$ cat config.mk
export PLATFORM = sky130hd
export DESIGN_NAME = seg_mmio_ctrl
export DESIGN_NICKNAME = d
export VERILOG_FILES = /design/src/rtl/seg_mmio_ctrl.sv
export SDC_FILE = /design/constraint.sdc
export NUM_CORES = 1
export LEC_CHECK = 0
export CAP_MARGIN = 10
export CORE_UTILIZATION = 52
export CTS_CLUSTER_DIAMETER = 50
export DETAILED_ROUTE_END_ITERATION = 6
export PLACE_DENSITY_LB_ADDON = 0.3
export SETUP_SLACK_MARGIN = 0.1
export SLEW_MARGIN = 20
export SYNTH_ARGS = -nofsm -noshare
export SYNTH_HDL_FRONTEND = slang
export SYNTH_SLANG_ARGS = --single-unit
$ cat constraint.sdc
create_clock -name clk -period 1.95 [get_ports clk]
set_input_delay 0.585 -clock clk [delete_from_list [all_inputs] [get_ports clk]]
set_output_delay 0.585 -clock clk [all_outputs]
set_load 0.05 [all_outputs]
$ cat src/rtl/seg_mmio_ctrl.sv
// Bus-mapped controller for an eight-digit 7-segment display: VALUE/MASK/CTRL/DIV
// registers, leading-zero blanking and a blink phase generator with registered digit outputs.
module seg_mmio_ctrl #(
    parameter int                CNT_W         = 24,
    parameter logic [CNT_W-1:0]  BLINK_DIV_RST = 24'd12_499_999
) (
    input  logic        clk,
    input  logic        rst_n,
    input  logic        req,
    input  logic        we,
    input  logic [1:0]  addr,
    input  logic [31:0] wdata,
    output logic        ack,
    output logic [31:0] rdata,
    output logic [7:0]  digit_ena,
    output logic [31:0] digit_val
);

    localparam logic [1:0] A_VALUE = 2'd0;
    localparam logic [1:0] A_MASK  = 2'd1;
    localparam logic [1:0] A_CTRL  = 2'd2;
    localparam logic [1:0] A_DIV   = 2'd3;

    logic [31:0]      value;
    logic [7:0]       mask;
    logic [1:0]       ctrl;
    logic [CNT_W-1:0] div;
    logic [CNT_W-1:0] cnt;
    logic             phase;

    logic        accept;
    logic        wr;
    logic [2:0]  hi;
    logic [7:0]  lz_keep;
    logic [7:0]  keep;
    logic [31:0] rd_mux;

    // The cycle carrying ack never accepts, so a held req cannot double-fire.
    assign accept = req & ~ack;
    assign wr     = accept & we;

    always_comb begin
        hi = 3'd0;
        for (int i = 0; i < 8; i++)
            if (value[4*i +: 4] != 4'h0) hi = 3'(i);
        for (int i = 0; i < 8; i++)
            lz_keep[i] = (3'(i) <= hi);
    end

    assign keep = ctrl[0] ? lz_keep : 8'hFF;

    always_comb begin
        case (addr)
            A_VALUE: rd_mux = value;
            A_MASK:  rd_mux = {24'd0, mask};
            A_CTRL:  rd_mux = {30'd0, ctrl};
            default: rd_mux = 32'(div);
        endcase
    end

    always_ff @(posedge clk) begin
        if (!rst_n) begin
            value     <= 32'd0;
            mask      <= 8'hFF;
            ctrl      <= 2'd0;
            div       <= BLINK_DIV_RST;
            cnt       <= '0;
            phase     <= 1'b0;
            ack       <= 1'b0;
            rdata     <= 32'd0;
            digit_ena <= 8'd0;
            digit_val <= 32'd0;
        end else begin
            ack <= accept;
            if (accept && !we) rdata <= rd_mux;

            if (wr) begin
                case (addr)
                    A_VALUE: value <= wdata;
                    A_MASK:  mask  <= wdata[7:0];
                    A_CTRL:  ctrl  <= wdata[1:0];
                    default: div   <= wdata[CNT_W-1:0];
                endcase
            end

            // Blink timing uses the pre-write CTRL; a count above DIV simply wraps.
            if (!ctrl[1]) begin
                cnt   <= '0;
                phase <= 1'b0;
            end else if (cnt == div) begin
                cnt   <= '0;
                phase <= ~phase;
            end else begin
                cnt   <= cnt + 1'b1;
            end
            if (wr && addr == A_DIV) begin
                cnt   <= '0;
                phase <= 1'b0;
            end

            digit_ena <= mask & keep & {8{~(ctrl[1] & phase)}};
            digit_val <= value;
        end
    end

endmodule

# Yosys cells after proc, flatten, opt, wreduce, memory -nomap -nowiden
# Cells that the tools add are included.
# word_totals
ff_bits,164
latch_bits,0
ram_bits,0
romBits,0
input_bits,38
output_inout_bits,73
word_cells,61
memories,0
# op_classes
add_sub_neg,1
n_mul,0
div_mod_pow,0
magnitude_cmp,8
eq_ne,4
shift,0
n_mux,9
n_bitwise,11
n_reduce_logical,18
# ops
op,count
$pmux 32 s3,1
$reduce_bool 4->1,7
$add 24x1->24 const B,1
$eq 24x24->1,1
$mux 3,6
$and 8x8->8,2
$le 3x3->1 const A,4
$mux 8,1
$reduce_and 2->1,4
$le 1x3->1 const A,2
$le 2x3->1 const A,2
$not 1->1,6
$reduce_or 3->1,2
$eq 2x2->1 const B,2
$reduce_or 4->1,1
$and 1x1->1,3
$eq 2x1->1 const B,1
$logic_and 1x1->1,2
$logic_not 2->1,1
$logic_not 1->1,1
$mux 1,1

# Longest topological paths before layout
# Gate-level depths: netlist of run 1.
# depth
ltp_word,12
depth_mapped,8
depth_no_buf,6

# Least setup slack after synthesis of run 1
# OpenSTA, ideal clock, no wires.
# synth_path
path_type,input to register
startpoint,input we
endpoint,register rdata[20]
setup_ns,0.125
arrival_ns,1.640
required_time_ns,1.825
slack_ns,0.185
path_stages,5
path_buffers,2
path_cell_list,or3b_2 clkbuf_1 clkbuf_1 a221oi_1 nor3b_1
# synth_via
elab_chain_len,2
# synth_lines
element,line_no,text
from (decl),10,"input logic we,"
$logic_not 1->1,75,if (accept && !we) rdata <= rd_mux;
$logic_and 1x1->1,75,
to (signal assigned),75,
to (decl),14,"output logic [31:0] rdata,"
# Every way passes these cells.
# A chain may end at the register's enable or synchronous reset.

# Worst setup path in the final report of run 1
# layout_path
startpoint,register div[17]
endpoint,register cnt[22]
# layout_via
elab_chain_len,2
# layout_lines
element,line_no,text
from (decl),27,logic [CNT_W-1:0] div;
from (signal assigned),82,default: div <= wdata[CNT_W-1:0];
$eq 24x24->1,90,end else if (cnt == div) begin
$reduce_or 4->1 (no source line),n/a,
to (signal assigned),94,cnt <= cnt + 1'b1;
to (decl),28,logic [CNT_W-1:0] cnt;
# Every way passes these cells.

==> flow_summary_export.csv, run 1 <==
group,metric,value,unit
setup_path,worstReg2RegStart,"div[17]",
setup_path,cp_slowest_cell,"nor4_1",
setup_path,critPathKind,"reg2reg",
synthesis,syn_avg_cell_area,9.14,um^2
synthesis,synthDistinctLibCells,39,
synthesis,synth-seq-cells,164,
route,firstDrtPassIters,5,
placement,place_ws,-383,ps
sta,fin_crit,1940,ps
grt,grt_max_degree,48,
setup_path,cp_max_fo,6,
synthesis,synth_common_cells,"dfxtp_1, nand2_1, a21boi_0",
sta,relSlewSlack,61.1,%
clock_network,clock_latency,430,ps
synthesis,synth_cells,694,
layout,final_nets,857,
sta,rsz0062_at_grt,"true",
clock_network,hold_buffers,0,
worst_hold_path,hold_start,"rdata[0]",
setup_path,r2r_slack,10,ps
route,routedWlPerCell,17.6,um
worst_hold_path,min_path_cells,2,
sta,drv_slew,0,
worst_hold_path,hold_end,"rdata[0]",
worst_hold_path,worstHoldPathType,"reg2reg",
clock_network,cts_tree,"done",
grt,grt_use_total,26.9,%
setup_path,cp_slowest_stage_delay,370,ps
flow_run,drv_cap,0,
synthesis,synthesis.area,6350,um^2
synthesis,netlist.area_leader.share,51.7,%
placement,dp_hpwl,11400,um
synthesis,yosys.area.top_type,"dfxtp_1",
clock_network,cts_buffer_depth,2,
power,ir_drop,0.000495,V
die,dieArea,12600,um^2
clock_network,cts_buffers,17,
status,status,"complete, no violations",
power,p_per_area,900,nW/um^2
layout,diodes,0,
route,antenna_left,0,
route,vias_per_cell,5.60,
setup_path,cp.required,2270,ps
grt,overflow,0,
clock_network,clk_pin_slew,70,ps
power,p_leak,3.40,nW
setup_path,worst-endpoint-arrival,2250,ps
sta,min_period_over_period,99.3,%
route,drc,0,
synthesis,ys_warn_count,0,
sta,fin_ws,14.0,ps
die,io_pins,111,
sta,max_freq,517,MHz
layout,drive_gt1_share,20.8,%
synthesis,synth_seq_area_share,51.7,%
synthesis,synth_most_common_cell,"dfxtp_1",
setup_path,reg2regPathDepth,6,
route,vias,5452,
setup_path,path_cells,"xor2_1, nor4_1, nand4_1, o21ai_4, clkbuf_16, nor2_1",
grt,grt_pass1_vias,5243,
die,die_w,112,um
clock_network,htree_levels,4,
clock_network,cts-root-buf,"clkbuf_16",
route,drtIter0Drc,476,
sta,setup_violations,0,
placement,gp_congestion,0.896,
synthesis,synthFlopType,"dfxtp_1",
synthesis,synth_nets,733,
die,core-area,11700,um^2
synthesis,ys_top_cells_by_area,"dfxtp_1, nand2_1, a21boi_0, xor2_1, and2_1",
die,start_util,54.4,%
setup_path,r2r-end,"cnt[22]",
sta,skew,10.5,ps
setup_path,critPathLaunchType,"register",
die,rows,39,
layout,area_growth,31.9,%
synthesis,synth_edf_count,0,
synthesis,async_flop_share,0,%
sta,finalHoldViolations,0,
power,power,7.54,mW
die,die_h,112,um
clock_network,cts_sinks,164,
grt,antenna_found_initial,0,
sta,worstMarginPinSlew,583,ps
placement,port_buffers,110,
route,drt_wl_total,17100,um
grt,grt_pass1_wl,26700,um
setup_path,cp-end-kind,"register",
registers in the layout, indices dropped and copies added (netlist names):
register	flops
digit_ena	8
phase	1
cnt	24
rdata	32
ctrl	2
value	32
ack	1
mask	8
div	24
digit_val	32
worst max-delay path by stage:
stage | to | cells after the start | slack (ps) | start
floorplan | rdata[20] | 5 | 190 | we
global placement | rdata[18] | 5 | -320 | req
detailed placement | rdata[18] | 5 | -380 | req
CTS | rdata[14] | 5 | 100 | req
global route | cnt[22] | 6 | -40 | div[17]
finish | cnt[22] | 6 | 10 | div[17]
layout by cell type, fill, tap and decap left out, types with 13 or more instances in the layout:
master,n
dfxtp_1,155
nand2_1,152
buf_4,100
a21boi_0,47
nor2_1,46
xor2_1,41
nand3_1,36
and2_1,34
clkdlybuf4s50_1,34
clkbuf_16,20
nor3b_1,17
mux2i_1,16
a221oi_1,13
per-stage QoR:
stage               hold slack (ps)  util, %  area [um^2]  setup TNS, ps  instances
finish                          466     71.8         8370              0        974
global route                    492     71.8         8370           -378        974
CTS                             469     70.0         8160              0        965
detailed placement              460     64.7         7540         -25680        933
global placement                457     64.7         7540         -19850        933
floorplan                       421        -         6350              0        694
logic make-up (layout without fill, tap and decap cells):
logic type	count (synthesis)	after routing	synth area share [%]
and+or+nand+nor	332	332	24.8
DFF	164	164	51.7
AOI/OAI and AO/OA	87	87	10.7
xor gates and xnor gates	46	46	6.35
buffers and inverters	46	183	2.98
muxes	18	18	3.23
adders and majority gates	1	1	0.197
power breakdown:
part | switching [mW] | leakage [nW] | internal [mW] | total (mW)
sequential | 0.0621 | 1.34 | 3.43 | 3.49
clock | 1.38 | 0.281 | 1.94 | 3.32
combinational | 0.437 | 1.78 | 0.291 | 0.728
total | 1.88 | 3.40 | 5.66 | 7.54
layer usage:
| metal | wire (um) | track usage, % |
|---|---|---|
| met1 | 7610 | 35.7 |
| met2 | 8280 | 43.3 |
| met3 | 890 | 5.18 |
| met4 | 356 | 10.4 |
| met5 | 0 | 0 |
worst max-delay path, delay by kind of cell (launching register included):
kind	cells	cell delay (ps)
buffers and inverters	1	220
AO/OA/AOI/OAI	1	350
XOR/XNOR	1	200
flip-flops	1	350
AND/OR/NAND/NOR	3	690
timing repair:
item	CTS	global route
setup endpoints to repair	4	78
pin swaps	1	7
gates cloned	0	4
buffers inserted	0	5
resized for setup	4	31
layout make-up:
cell class                      count  area, um^2
Multi-Input combinational cell    484        2970
Clock buffer                       19         443
Fill cell                         834        3290
Inverter                            2        7.51
Timing Repair Buffer              149        1330
Tap cell                          143         179
Sequential cell                   164        3300
Clock inverter                     13         149
No activity file was read; power rests on OpenSTA's default activity.
==> run 2: changes to the inputs <==
- SLEW_MARGIN: 20 -> unset
- clock period: 1.95 -> 2.11 ns (I/O delays scaled with it)
==> run 2 against run 1 <==
Combinational power shrank 12%. The flow now finishes with violations (design-rule violations). Final cell count decreased by 1.1%. Design area is 2.9% lower. Setup slack improved by 170 ps. Clock skew is 0.68 ps higher. Die area did not move.
==> flow_summary_export.csv, run 2 (synthesized netlist as in run 1, its figures left out) <==
group,metric,value,unit
sta,min_period_over_period,91.1,%
clock_network,cts_sinks,164,
power,power_switching,1.70,mW
route,vias,5301,
grt,grt_pass1_vias,5150,
power,power.internal,5.09,mW
die,rows,39,
layout,final_cells,963,
setup_path,r2r-end,"digit_ena[1]",
setup_path,cp-end-kind,"register",
power,seq_power_share,47.5,%
worst_hold_path,hold_start,"rdata[25]",
placement,post-place-cells,931,
route,drtIter0Drc,374,
power,p_per_area,836,nW/um^2
sta,skew,11.2,ps
sta,relSlewSlack,63.1,%
die,dieArea,12600,um^2
sta,holdWs,466,ps
power,clkPwrFrac,43.1,%
setup_path,cp_slowest_cell,"clkdlybuf4s50_1",
placement,port_buffers,110,
setup_path,critPathKind,"in2reg",
grt,overflow,0,
setup_path,worst-endpoint-arrival,2250,ps
grt,antenna_found_initial,0,
sta,rsz0062_at_grt,"false",
setup_path,path_buf_inv,3,
setup_path,cp.required,2430,ps
sta,worstMarginPinSlew,549,ps
status,status,"finished with violations",
setup_path,critPathLaunchType,"primary input",
worst_hold_path,min_path_cells,2,
route,vias_per_cell,5.50,
sta,finalHoldViolations,0,
setup_path,reg2regPathDepth,4,
route,antenna_left,0,
layout,final_nets,846,
placement,gp_congestion,0.885,
clock_network,post_cts_buffers,0,
grt,grt_pass1_wl,25400,um
layout,layout_commonest_cell,"dfxtp_1",
setup_path,r2r_slack,310,ps
grt,grt_max_degree,55,
clock_network,hold_buffers,0,
power,p_leak,3.32,nW
layout,area_growth,28.1,%
worst_hold_path,worstHoldPathType,"reg2reg",
clock_network,htree_levels,4,
die,die_h,112,um
sta,setup_violations,0,
clock_network,cts-root-buf,"clkbuf_16",
die,core-area,11700,um^2
setup_path,path_cells,"clkdlybuf4s50_1, nand3b_1, buf_4, nor3_4, buf_6, nand2_1, a21boi_0",
clock_network,cts_buffers,17,
worst_hold_path,hold_end,"rdata[25]",
route,drt_wl_total,15500,um
power,ir_drop,0.000544,V
die,start_util,54.4,%
sta,drv_slew,0,
flow_run,drv_cap,0,
power,sw_frac_of_total,25.1,%
power,combPwrFrac,9.4,%
route,routedWlPerCell,16.1,um
route,drc,1,
clock_network,cts_buffer_depth,2,
sta,max_freq,520,MHz
clock_network,cts_tree,"done",
die,die_w,112,um
setup_path,cp_max_fo,11,
grt,grt_use_total,25.5,%
clock_network,clk_pin_slew,60,ps
route,firstDrtPassIters,7,
status,violations,"design-rule violations",
layout,diodes,0,
layout,final_cell_mix,"dfxtp_1, nand2_1, buf_4",
layout,drive_gt1_share,14.5,%
placement,dp_hpwl,11400,um
setup_path,cp_slowest_stage_delay,520,ps
sta,fin_crit,1920,ps
setup_path,path_delay_family,"buffers and inverters",
layout,reg_top3,"digit_val (32), rdata (32), value (32)",
die,io_pins,111,
setup_path,worstReg2RegStart,"value[20]",
clock_network,clock_latency,420,ps
run 2: changes by cell type in the layout (fill, tap and decap cells not counted), sizes merged:
cell | previous run | this run
buf | 110 | 79
bufinv | 2 | 1
clkbuf | 22 | 18
clkdlybuf4s50 | 34 | 36
clkinv | 5 | 7
clkinvlp | 3 | 4
dlygate4sd2 | 0 | 23
dlymetal6s2s | 2 | 0
inv | 5 | 4
run 2: layout make-up:
class	instances	area (um^2)
timing repair buffer	138	1200
inverter	2	7.51
sequential	164	3280
fill	866	3530
multi-input combinational	484	2890
clock buffer	18	439
clock inverter	14	131
tap	143	179
run 2: worst max-delay path by stage:
stage / start / endpoint / slack (ps) / cells past startpoint
6_report: req / value[3] / 190 / 7
5_1_grt: req / value[26] / 90 / 7
4_1_cts: rdata[27] / rdata[27] / 190 / 1
3_5_place_dp: req / value[3] / -220 / 7
3_3_place_gp: req / rdata[14] / -160 / 5
2_1_floorplan: we / rdata[20] / 300 / 5
run 2: metal layers:
metal  up-vias  track usage (%)  part of all wire, %
li1       2567                -                    -
met1      2533             32.5                   44
met2       178             42.7                   48
met3        23             5.62                  6.3
met4         0             9.16                  1.9
met5         -                0                    0
run 2: timing repair:
| action | CTS | global route |
|---|---|---|
| gates resized for setup | 23 | 3 |
| pin swaps | 0 | 1 |
| setup endpoints to repair | 23 | 10 |
run 2: worst reg2reg max path, cell delays in order, from the launching register on:
cell	delay [ps]
dfxtp_1	330
nor4_1	530
nand3_1	220
nor4bb_1	460
a21oi_1	130
run 2: through the flow:
step	area [um^2]	TNS, ps	total power, mW	utilization (%)	setup slack, ps
2_1_floorplan	6350	0	3.66	-	297
3_3_place_gp	7570	-6960	3.92	64.9	-164
3_5_place_dp	7570	-12480	3.93	64.9	-216
4_1_cts	8110	0	6.82	69.6	187
5_1_grt	8130	0	7.01	69.7	86.7
6_report	8130	0	6.79	69.7	187
run 2: power groups by stage:
| stage | logic [mW] | registers (mW) | clock network (mW) |
|---|---|---|---|
| final | 0.638 | 3.23 | 2.93 |
| after global routing | 0.679 | 3.23 | 3.09 |
| after CTS | 0.635 | 3.23 | 2.96 |
| after detailed placement | 0.636 | 3.30 | 0 |
| after global placement | 0.624 | 3.29 | 0 |
| after floorplan | 0.221 | 3.44 | 0 |
